`config.mk`:
```
export PLATFORM = sky130hd
export DESIGN_NAME = playfield_renderer
export DESIGN_NICKNAME = d
export VERILOG_FILES = /design/src/rtl/playfield_renderer.sv
export SDC_FILE = /design/constraint.sdc
export NUM_CORES = 1
export LEC_CHECK = 0
export CAP_MARGIN = 40
export CORE_AREA = 2 2 280 282
export DETAILED_ROUTE_END_ITERATION = 8
export DIE_AREA = 0 0 282 284
export PLACE_DENSITY_LB_ADDON = 0.08
export SLEW_MARGIN = 40
export SYNTH_ARGS = -nofsm -noshare
export SYNTH_HDL_FRONTEND = slang
export SYNTH_SLANG_ARGS = --single-unit
```
`constraint.sdc`:
```
create_clock -name Clk -period 6 [get_ports Clk]
set_input_delay 1.2 -clock Clk [delete_from_list [all_inputs] [get_ports Clk]]
set_output_delay 1.2 -clock Clk [all_outputs]
set_load 0.03 [all_outputs]
```
`src/rtl/playfield_renderer.sv`:
```
// -----------------------------------------------------------------------------
// playfield_renderer
//
// Maps the current VGA pixel (DrawX, DrawY) onto a Tetris playfield cell and
// returns that cell's colour index plus grid/field flags. Rows flagged in
// flash_rows blink during a line-clear animation, paced by a frame-strobe
// counter. Every pixel output passes through a fixed two-register pipeline.
//
// Ports
//   Clk          system clock, all state on the rising edge
//   Reset_n      asynchronous active-low reset (synchronous release upstream)
//   DrawX/DrawY  current pixel column / row from the VGA controller
//   field_i      packed cell colours; cell (r,c) at [((r*COLS)+c)*COLOR_W +: COLOR_W],
//                r=0 is the bottom row, c=0 the leftmost column
//   flash_rows   bit r set = row r is being cleared
//   flash_en     enables the line-clear blink
//   cell_color   colour of the addressed cell after flash masking (0 = empty)
//   is_block     cell_color != 0
//   in_field     pixel lies inside the field rectangle
//   is_edge      pixel is on the first column or row of a cell, inside the field
//   flash_phase  current blink phase; 1 = flashing rows blanked
// -----------------------------------------------------------------------------
module playfield_renderer #(
  parameter int CELL_W       = 20,
  parameter int CELL_H       = 20,
  parameter int COLS         = 10,
  parameter int ROWS         = 22,
  parameter int ORG_X        = 300,
  parameter int ORG_Y        = 0,
  parameter int COLOR_W      = 3,
  parameter int FLASH_FRAMES = 8
) (
  input  logic                          Clk,
  input  logic                          Reset_n,
  input  logic [9:0]                    DrawX,
  input  logic [9:0]                    DrawY,
  input  logic [ROWS*COLS*COLOR_W-1:0]  field_i,
  input  logic [ROWS-1:0]               flash_rows,
  input  logic                          flash_en,
  output logic [COLOR_W-1:0]            cell_color,
  output logic                          is_block,
  output logic                          in_field,
  output logic                          is_edge,
  output logic                          flash_phase
);

  // ---------------------------------------------------------------------------
  // Derived widths and 11-bit constants used by the coordinate arithmetic.
  // ---------------------------------------------------------------------------
  localparam int COL_W  = (COLS > 1)         ? $clog2(COLS)         : 1;
  localparam int ROW_W  = (ROWS > 1)         ? $clog2(ROWS)         : 1;
  localparam int SUBX_W = (CELL_W > 1)       ? $clog2(CELL_W)       : 1;
  localparam int SUBY_W = (CELL_H > 1)       ? $clog2(CELL_H)       : 1;
  localparam int IDX_W  = (ROWS * COLS > 1)  ? $clog2(ROWS * COLS)  : 1;
  localparam int CNT_W  = (FLASH_FRAMES > 1) ? $clog2(FLASH_FRAMES) : 1;

  localparam logic [10:0] ORG_X_L   = 11'(ORG_X);
  localparam logic [10:0] ORG_Y_L   = 11'(ORG_Y);
  localparam logic [10:0] FIELD_W_L = 11'(COLS * CELL_W);
  localparam logic [10:0] FIELD_H_L = 11'(ROWS * CELL_H);
  localparam logic [10:0] CELL_W_L  = 11'(CELL_W);
  localparam logic [10:0] CELL_H_L  = 11'(CELL_H);

  localparam logic [ROW_W-1:0] TOP_ROW  = ROW_W'(ROWS - 1);
  localparam logic [CNT_W-1:0] CNT_LAST = CNT_W'(FLASH_FRAMES - 1);

  typedef enum logic {
    IDLE = 1'b0,
    RUN  = 1'b1
  } flash_state_t;

  // ---------------------------------------------------------------------------
  // Stage 1: pixel -> (row, col, subx, suby) and the field-bounds test.
  // ---------------------------------------------------------------------------
  logic [10:0]       dx;
  logic [10:0]       dy;
  logic [10:0]       col_full;
  logic [10:0]       drow_full;
  logic [10:0]       subx_full;
  logic [10:0]       suby_full;
  logic              s1_in_field_d;
  logic [ROW_W-1:0]  s1_row_d;
  logic [COL_W-1:0]  s1_col_d;
  logic [SUBX_W-1:0] s1_subx_d;
  logic [SUBY_W-1:0] s1_suby_d;

  // Widened to 11 bits so a pixel left of / above the origin shows up as a
  // set MSB instead of wrapping into a large in-range offset.
  assign dx = {1'b0, DrawX} - ORG_X_L;
  assign dy = {1'b0, DrawY} - ORG_Y_L;

  // Constant divisors: these reduce to combinational logic, no iterative divider.
  assign col_full  = dx / CELL_W_L;
  assign drow_full = dy / CELL_H_L;
  assign subx_full = dx % CELL_W_L;
  assign suby_full = dy % CELL_H_L;

  // NOTE: every signal assigned in an always_comb gets a default on entry, so
  // no path through the block can leave it unassigned and infer a latch.
  always_comb begin
    s1_in_field_d = 1'b0;
    s1_row_d      = '0;
    s1_col_d      = '0;
    s1_subx_d     = '0;
    s1_suby_d     = '0;
    // Sign is checked first; the upper bound is exclusive on both axes.
    if (!dx[10] && !dy[10] && (dx < FIELD_W_L) && (dy < FIELD_H_L)) begin
      s1_in_field_d = 1'b1;
      s1_col_d      = COL_W'(col_full);
      // Display row 0 is the top of the field, which is field row ROWS-1.
      s1_row_d      = TOP_ROW - ROW_W'(drow_full);
      s1_subx_d     = SUBX_W'(subx_full);
      s1_suby_d     = SUBY_W'(suby_full);
    end
    // Outside the field row/col stay at 0 so stage 2 never indexes past the
    // end of field_i or flash_rows.
  end

  logic              s1_in_field;
  logic [ROW_W-1:0]  s1_row;
  logic [COL_W-1:0]  s1_col;
  logic [SUBX_W-1:0] s1_subx;
  logic [SUBY_W-1:0] s1_suby;

  // NOTE: clocked state uses non-blocking assignments so every register in
  // the pipeline samples the pre-edge values, independent of statement order.
  always_ff @(posedge Clk or negedge Reset_n) begin
    if (!Reset_n) begin
      s1_in_field <= 1'b0;
      s1_row      <= '0;
      s1_col      <= '0;
      s1_subx     <= '0;
      s1_suby     <= '0;
    end else begin
      s1_in_field <= s1_in_field_d;
      s1_row      <= s1_row_d;
      s1_col      <= s1_col_d;
      s1_subx     <= s1_subx_d;
      s1_suby     <= s1_suby_d;
    end
  end

  // ---------------------------------------------------------------------------
  // Frame strobe: rising edge of "pixel is (0,0)". Holding the origin for
  // several cycles produces a single strobe.
  // ---------------------------------------------------------------------------
  logic at_origin;
  logic prev_origin;
  logic frame_strobe;

  assign at_origin    = (DrawX == 10'd0) && (DrawY == 10'd0);
  assign frame_strobe = at_origin && !prev_origin;

  always_ff @(posedge Clk or negedge Reset_n) begin
    if (!Reset_n) begin
      prev_origin <= 1'b0;
    end else begin
      prev_origin <= at_origin;
    end
  end

  // ---------------------------------------------------------------------------
  // Flash FSM: counts frame strobes and toggles the blink phase every
  // FLASH_FRAMES frames while flash_en is held.
  // ---------------------------------------------------------------------------
  flash_state_t     state_q;
  flash_state_t     state_d;
  logic [CNT_W-1:0] frame_cnt_q;
  logic [CNT_W-1:0] frame_cnt_d;
  logic             phase_q;
  logic             phase_d;
  logic             flash_mask_en;

  always_ff @(posedge Clk or negedge Reset_n) begin
    if (!Reset_n) begin
      state_q     <= IDLE;
      frame_cnt_q <= '0;
      phase_q     <= 1'b0;
    end else begin
      state_q     <= state_d;
      frame_cnt_q <= frame_cnt_d;
      phase_q     <= phase_d;
    end
  end

  always_comb begin
    state_d     = state_q;
    frame_cnt_d = frame_cnt_q;
    phase_d     = phase_q;
    unique case (state_q)
      IDLE: begin
        frame_cnt_d = '0;
        phase_d     = 1'b0;
        if (flash_en) begin
          state_d = RUN;
        end
      end
      RUN: begin
        // Dropping flash_en takes priority over a coincident strobe.
        if (!flash_en) begin
          state_d     = IDLE;
          frame_cnt_d = '0;
          phase_d     = 1'b0;
        end else if (frame_strobe) begin
          if (frame_cnt_q == CNT_LAST) begin
            frame_cnt_d = '0;
            phase_d     = !phase_q;
          end else begin
            frame_cnt_d = frame_cnt_q + 1'b1;
          end
        end
      end
      default: begin
        state_d     = IDLE;
        frame_cnt_d = '0;
        phase_d     = 1'b0;
      end
    endcase
  end

  always_comb begin
    flash_phase   = phase_q;
    // Uses the live flash_en so a disable unmasks the very next output.
    flash_mask_en = flash_en && phase_q;
  end

  // ---------------------------------------------------------------------------
  // Stage 2: cell lookup, flash masking and edge flag.
  // ---------------------------------------------------------------------------
  logic [IDX_W-1:0]   cell_idx;
  logic [COLOR_W-1:0] raw_color;
  logic [COLOR_W-1:0] s2_color_d;
  logic               s2_edge_d;

  // Stage 1 guarantees row < ROWS and col < COLS, so the product stays in range.
  assign cell_idx  = IDX_W'(s1_row) * IDX_W'(COLS) + IDX_W'(s1_col);
  assign raw_color = field_i[cell_idx * COLOR_W +: COLOR_W];

  always_comb begin
    s2_color_d = raw_color;
    if (!s1_in_field || (flash_mask_en && flash_rows[s1_row])) begin
      s2_color_d = '0;
    end
    s2_edge_d = s1_in_field && ((s1_subx == '0) || (s1_suby == '0));
  end

  always_ff @(posedge Clk or negedge Reset_n) begin
    if (!Reset_n) begin
      cell_color <= '0;
      is_block   <= 1'b0;
      in_field   <= 1'b0;
      is_edge    <= 1'b0;
    end else begin
      cell_color <= s2_color_d;
      is_block   <= (s2_color_d != '0);
      in_field   <= s1_in_field;
      is_edge    <= s2_edge_d;
    end
  end

endmodule

```
# ---- Word level (Yosys, flattened, before mapping)
# Cells that the tools add are included.
dict set report totals {
  ramBits 0
  word_cells 67
  reg_bits 32
  latch_bits 0
  inputBits 705
  out_inout_bits 7
  memories 0
  rom_bits 0
}
dict set report classes {
  magnitude_cmp 3
  mul 2
  shift 1
  reduce_logical 19
  addsub 4
  eq_ne 3
  n_bitwise 1
  n_mux 17
  n_div 4
}
# op n
set op_table {}
lappend op_table {{660-bit by 11-bit variable part select with 3-bit output} 1}
lappend op_table {{10-bit logical NOT} 2}
lappend op_table {{5-bit two-way mux} 3}
lappend op_table {{3-bit two-way mux} 4}
lappend op_table {{10-bit by 5-bit divider with 11-bit output, second input constant} 1}
lappend op_table {{11-bit by 5-bit divider with 11-bit output, second input constant} 1}
lappend op_table {{11-bit by 8-bit < comparator with 1-bit output, second input constant} 1}
lappend op_table {{10-bit by 5-bit modulo with 11-bit output, second input constant} 1}
lappend op_table {{11-bit by 5-bit modulo with 11-bit output, second input constant} 1}
lappend op_table {{10-bit by 9-bit subtractor with 11-bit output, second input constant} 1}
lappend op_table {{5-bit logical NOT} 2}
lappend op_table {{10-bit by 9-bit < comparator with 1-bit output, second input constant} 1}
lappend op_table {{8-bit by 2-bit multiplier with 10-bit output, second input constant} 1}
lappend op_table {{8-bit by 4-bit adder with 8-bit output} 1}
lappend op_table {{1-bit logical AND} 7}
lappend op_table {{5-bit by 3-bit multiplier with 7-bit output, second input constant} 1}
lappend op_table {{5-bit by 6-bit < comparator with 1-bit output, second input constant} 1}
lappend op_table {{1-bit two-way mux} 6}
lappend op_table {{3-bit case mux with 2 select lines} 1}
lappend op_table {{1-bit binary-select mux with 5-bit select} 1}
lappend op_table {{5-bit subtractor, first input constant} 1}
lappend op_table {{1-bit logical NOT} 4}
lappend op_table {{4-bit two-way mux} 1}
lappend op_table {{3-bit by 1-bit adder with 3-bit output, second input constant} 1}
lappend op_table {{8 further kinds} 9}

# ---- Longest topological paths before layout
dict set report logic_depth {
  ltp_word 6
  depth_mapped 14
  ltp_nobuf 12
}

# ---- Worst setup path after synthesis
# OpenSTA, ideal clock, no wires.
dict set report synth_timing {
  kind {in2reg}
  from {input port DrawX[2]}
  to {register s1_subx[2]}
  required_ns 5.872
  arrival_time_ns 3.828
  setup_slack_ns 2.045
  cell_stages 12
  setup_ns 0.128
  cell_sequence {ha_1 > o21a_2 > xnor2_1 > or3_1 > and2_1 > buf_2 > o31ai_1 > a211o_1 > nor2_1 > or3_1 > a21oi_1 > mux2_1}
}
dict set report synth_between {
  elab_chain_len 5
  elab_cells_between_ends 7
}
# element line_no
set synth_lines {}
lappend synth_lines {{start: declaration} 35} ;# input logic [9:0] DrawX,
lappend synth_lines {{10-bit by 9-bit subtractor with 11-bit output *} 89} ;# assign dx = {1'b0, DrawX} - ORG_X_L;
lappend synth_lines {{parallel branches: the longest is 3 deep, another holds 11-bit by 5-bit modulo with 11-bit output} n/a}
lappend synth_lines {{5-bit two-way mux *} 107} ;# if (!dx[10] && !dy[10] && (dx < FIELD_W_L) && (dy < FIELD_H_L)) begin
lappend synth_lines {{named net s1_subx_d[2]} 84} ;# logic [SUBX_W-1:0] s1_subx_d;
lappend synth_lines {{end signal: assignment} 138} ;# s1_subx <= s1_subx_d;
lappend synth_lines {{end: declaration} 122} ;# logic [SUBX_W-1:0] s1_subx;
# Mark *: on every way through the listed nets, which the timed path passes.
# A chain may end at the register's enable or synchronous reset.

# ---- Worst setup path after layout
# Ends and elaborated chain as after synthesis.

==> out/metrics.cfg <==
[outcome]
outcome = finished clean

[drt]
ant_nets = 0
drt_pass1_iterations = 6
drc = 0
num_vias = 9650
drtIter0Drc = 327
routedWlPerCell_um = 27.21
wl_um = 65810
avgViaCountPerCell = 3.989

[power_and_ir_drop]
p_per_area_mw_per_mm2 = 114.4
vdd_ir_drop_max_mv = 0.1317
leakage_nw = 5.532
intPower_mw = 1.275
pwr-share-comb_pct = 72.5
switching_share_pct = 34.73
power_frac_clock_pct = 15.2
seqPwrFrac_pct = 12.3
power_switching_uw = 678.2

[finish]
final_cell_mix = clkdlybuf4s50_1 (709), mux4_2 (207), nand2_1 (42), nor2_1 (42), a21oi_1 (32)
areaGrowthSynthToFinish_pct = 102.8
final_common_cell = clkdlybuf4s50_1
finalNetCount = 2093
drive_gt1_share_pct = 19.53

[placed_design]
gp_congestion = 0.8487
post-dp-hpwl_um = 58030
dpl_worst_slack_ns = 1.008
io_buffer_count = 711

[floorplanning]
io_pins = 712
initial_core_util_pct = 10.94
core-area_mm2 = 0.07696
die_h_um = 284
die-area_mm2 = 0.08009
num_rows = 102
die_x_um = 282

[grt]
grt_pass1_vias = 10520
grt_max_degree = 52
grt_pass1_wl_um = 88510
grtUsageTotal_pct = 15.87
antenna_found_initial = 19
grt-ovfl-total = 0

[cts]
cts_tree = built
numCtsBuffers = 5
cts_buffer_depth = 2
cts_setup_buffers = 0
clk_pin_slew_ns = 0.06
cts-root-buf = clkbuf_16
numClockSinks = 32
cts_hold_buf = 0
clk_latency_ns = 0.29
cts_max_level = 2
ctsResizeCount = 0

[worst_setup_path]
crit_fanout = 15
worstSetupStartpointType = primary input
path_class = in2reg
critPathRequiredTime_ns = 6.17
rrSetupSlack_ns = 1.45
cp.arrival_ns = 4.94
cp-end-kind = register

[sta]
worst_slew_pin_slew_ns = 0.7007
setup_ws_ns = 1.233
fin_skew_ns = 0.003110
setup_violations = 0
tns_ns = 0
slew_headroom_pct = 53.06
final_max_slew_viol_count = 0
hold_viol = 0
post-route-period-util_pct = 79.45
fin_crit_ns = 4.767
hold_ws_ns = 0.5164
fmax_mhz = 209.8
grt_setup_unrepaired = no

[synthesis]
synth_cell_type_count = 67
ys_warn_count = 0
ys.flop_type = dfrtp_1
syn_inst = 703
synth-edff-count = 0
synth_area_per_cell_um2 = 11.97
synth_nets = 1425
synth-async-reset-ratio_pct = 100.0
synth.ff_latch_count = 32
yosysSeqAreaShare_pct = 9.514
synth_area_mm2 = 0.008417

[min_path]
hold_path_class = reg2reg

[flow_run]
max-cap-violations = 0

[cells by family after synthesis]
family,after synthesis,share of synthesized area (%)
fa+ha+maj,20,3.062
flops,32,9.514
xor+xnor,27,2.810
buf+inv,81,4.489
simple gates,166,10.06
mux,238,59.16
compound gates,139,10.90
[metrics by stage]
stage | power (mW) | std cells | cell area, um^2 | util (%)
CTS | 1.997 | 2412 | 17050 | 22.16
detailed placement | 1.687 | 2404 | 16880 | 21.94
floorplan | 0.9105 | 703 | 8417 | -
finish | 1.953 | 2419 | 17070 | 22.18
global placement | 1.677 | 2401 | 16780 | 21.81
global route | 2.085 | 2414 | 17060 | 22.17
[cells in the mapped netlist, types with 5 or more instances]
master | instances | share of area [%]
nand3_1 | 13 | 0.77
mux4_2 | 207 | 55
nand2_1 | 42 | 1.9
clkbuf_1 | 38 | 1.7
buf_4 | 6 | 0.54
buf_1 | 5 | 0.22
a211oi_1 | 25 | 2.2
and2_1 | 8 | 0.59
xnor2_1 | 18 | 1.9
or3_1 | 7 | 0.52
nor2b_1 | 14 | 1.0
nor3_1 | 10 | 0.59
nand4_1 | 5 | 0.37
nor2_1 | 42 | 1.9
xor2_1 | 9 | 0.94
mux2_2 | 5 | 0.67
o21ai_0 | 31 | 1.8
a31oi_1 | 5 | 0.37
inv_1 | 5 | 0.22
nand2b_1 | 5 | 0.37
a21oi_1 | 32 | 1.9
mux2i_1 | 25 | 3.0
a21o_1 | 6 | 0.54
dfrtp_1 | 32 | 9.5
buf_2 | 23 | 1.4
ha_1 | 15 | 2.2
[path summary, 6_finish.rpt]
kind                        startpoint    endpoint  cells past startpoint
max                           DrawX[2]  s1_subx[2]                     13
min                        s1_in_field    in_field                      0
max reg2reg                  s1_row[0]    is_block                     11
min reg2reg                s1_in_field    in_field                      0
max in group asynchronous      Reset_n   s1_col[0]                      1
min in group asynchronous      Reset_n    in_field                      1
[power by group through the flow]
stage                     Clock [mW]  Combinational, mW  Sequential (mW)
after CTS                      0.306               1.45            0.241
final                          0.297               1.42            0.240
after detailed placement           0               1.44            0.245
after global placement             0               1.43            0.252
after floorplan                    0              0.673            0.238
after global routing           0.318               1.52            0.243
[per-layer routing]
metal / vias to the layer above / wire length (um) / global-route usage [%]
met5: - / 88 / 0
met4: 14 / 328 / 1.090
li1: 4344 / - / -
met1: 4936 / 25090 / 18.18
met2: 319 / 35740 / 30.47
met3: 37 / 4565 / 3.878
[worst max-delay path, cell delays in order]
cell	delay, ns
clkdlybuf4s50_1	0.47
buf_4	0.20
ha_1	0.28
nor2b_1	0.26
o211ai_1	0.17
or3_1	0.43
and2_1	0.26
o31ai_1	0.40
a211o_1	0.27
nor2_1	0.08
or3_1	0.34
a21oi_1	0.21
mux2_1	0.34
[state kept, by name (all words and copies together), names as in the netlist]
register	count
s1_subx	5
is_block	1
in_field	1
state_q	1
flash_phase	1
is_edge	1
s1_row	5
cell_color	3
prev_origin	1
s1_col	4
s1_suby	5
s1_in_field	1
frame_cnt_q	3
[area by class of cell]
| cell class | count | area, um^2 |
|---|---|---|
| flip-flops and latches | 32 | 804.5 |
| diodes | 7 | 17.52 |
| multi-input cells | 590 | 7367 |
| inverters | 6 | 22.52 |
| fillers | 8266 | 59880 |
| clock inverters | 3 | 42.54 |
| clock buffers | 5 | 125.1 |
| well taps | 1040 | 1301 |
| repair buffers | 736 | 7392 |
Power figures use the tool's default switching activity.
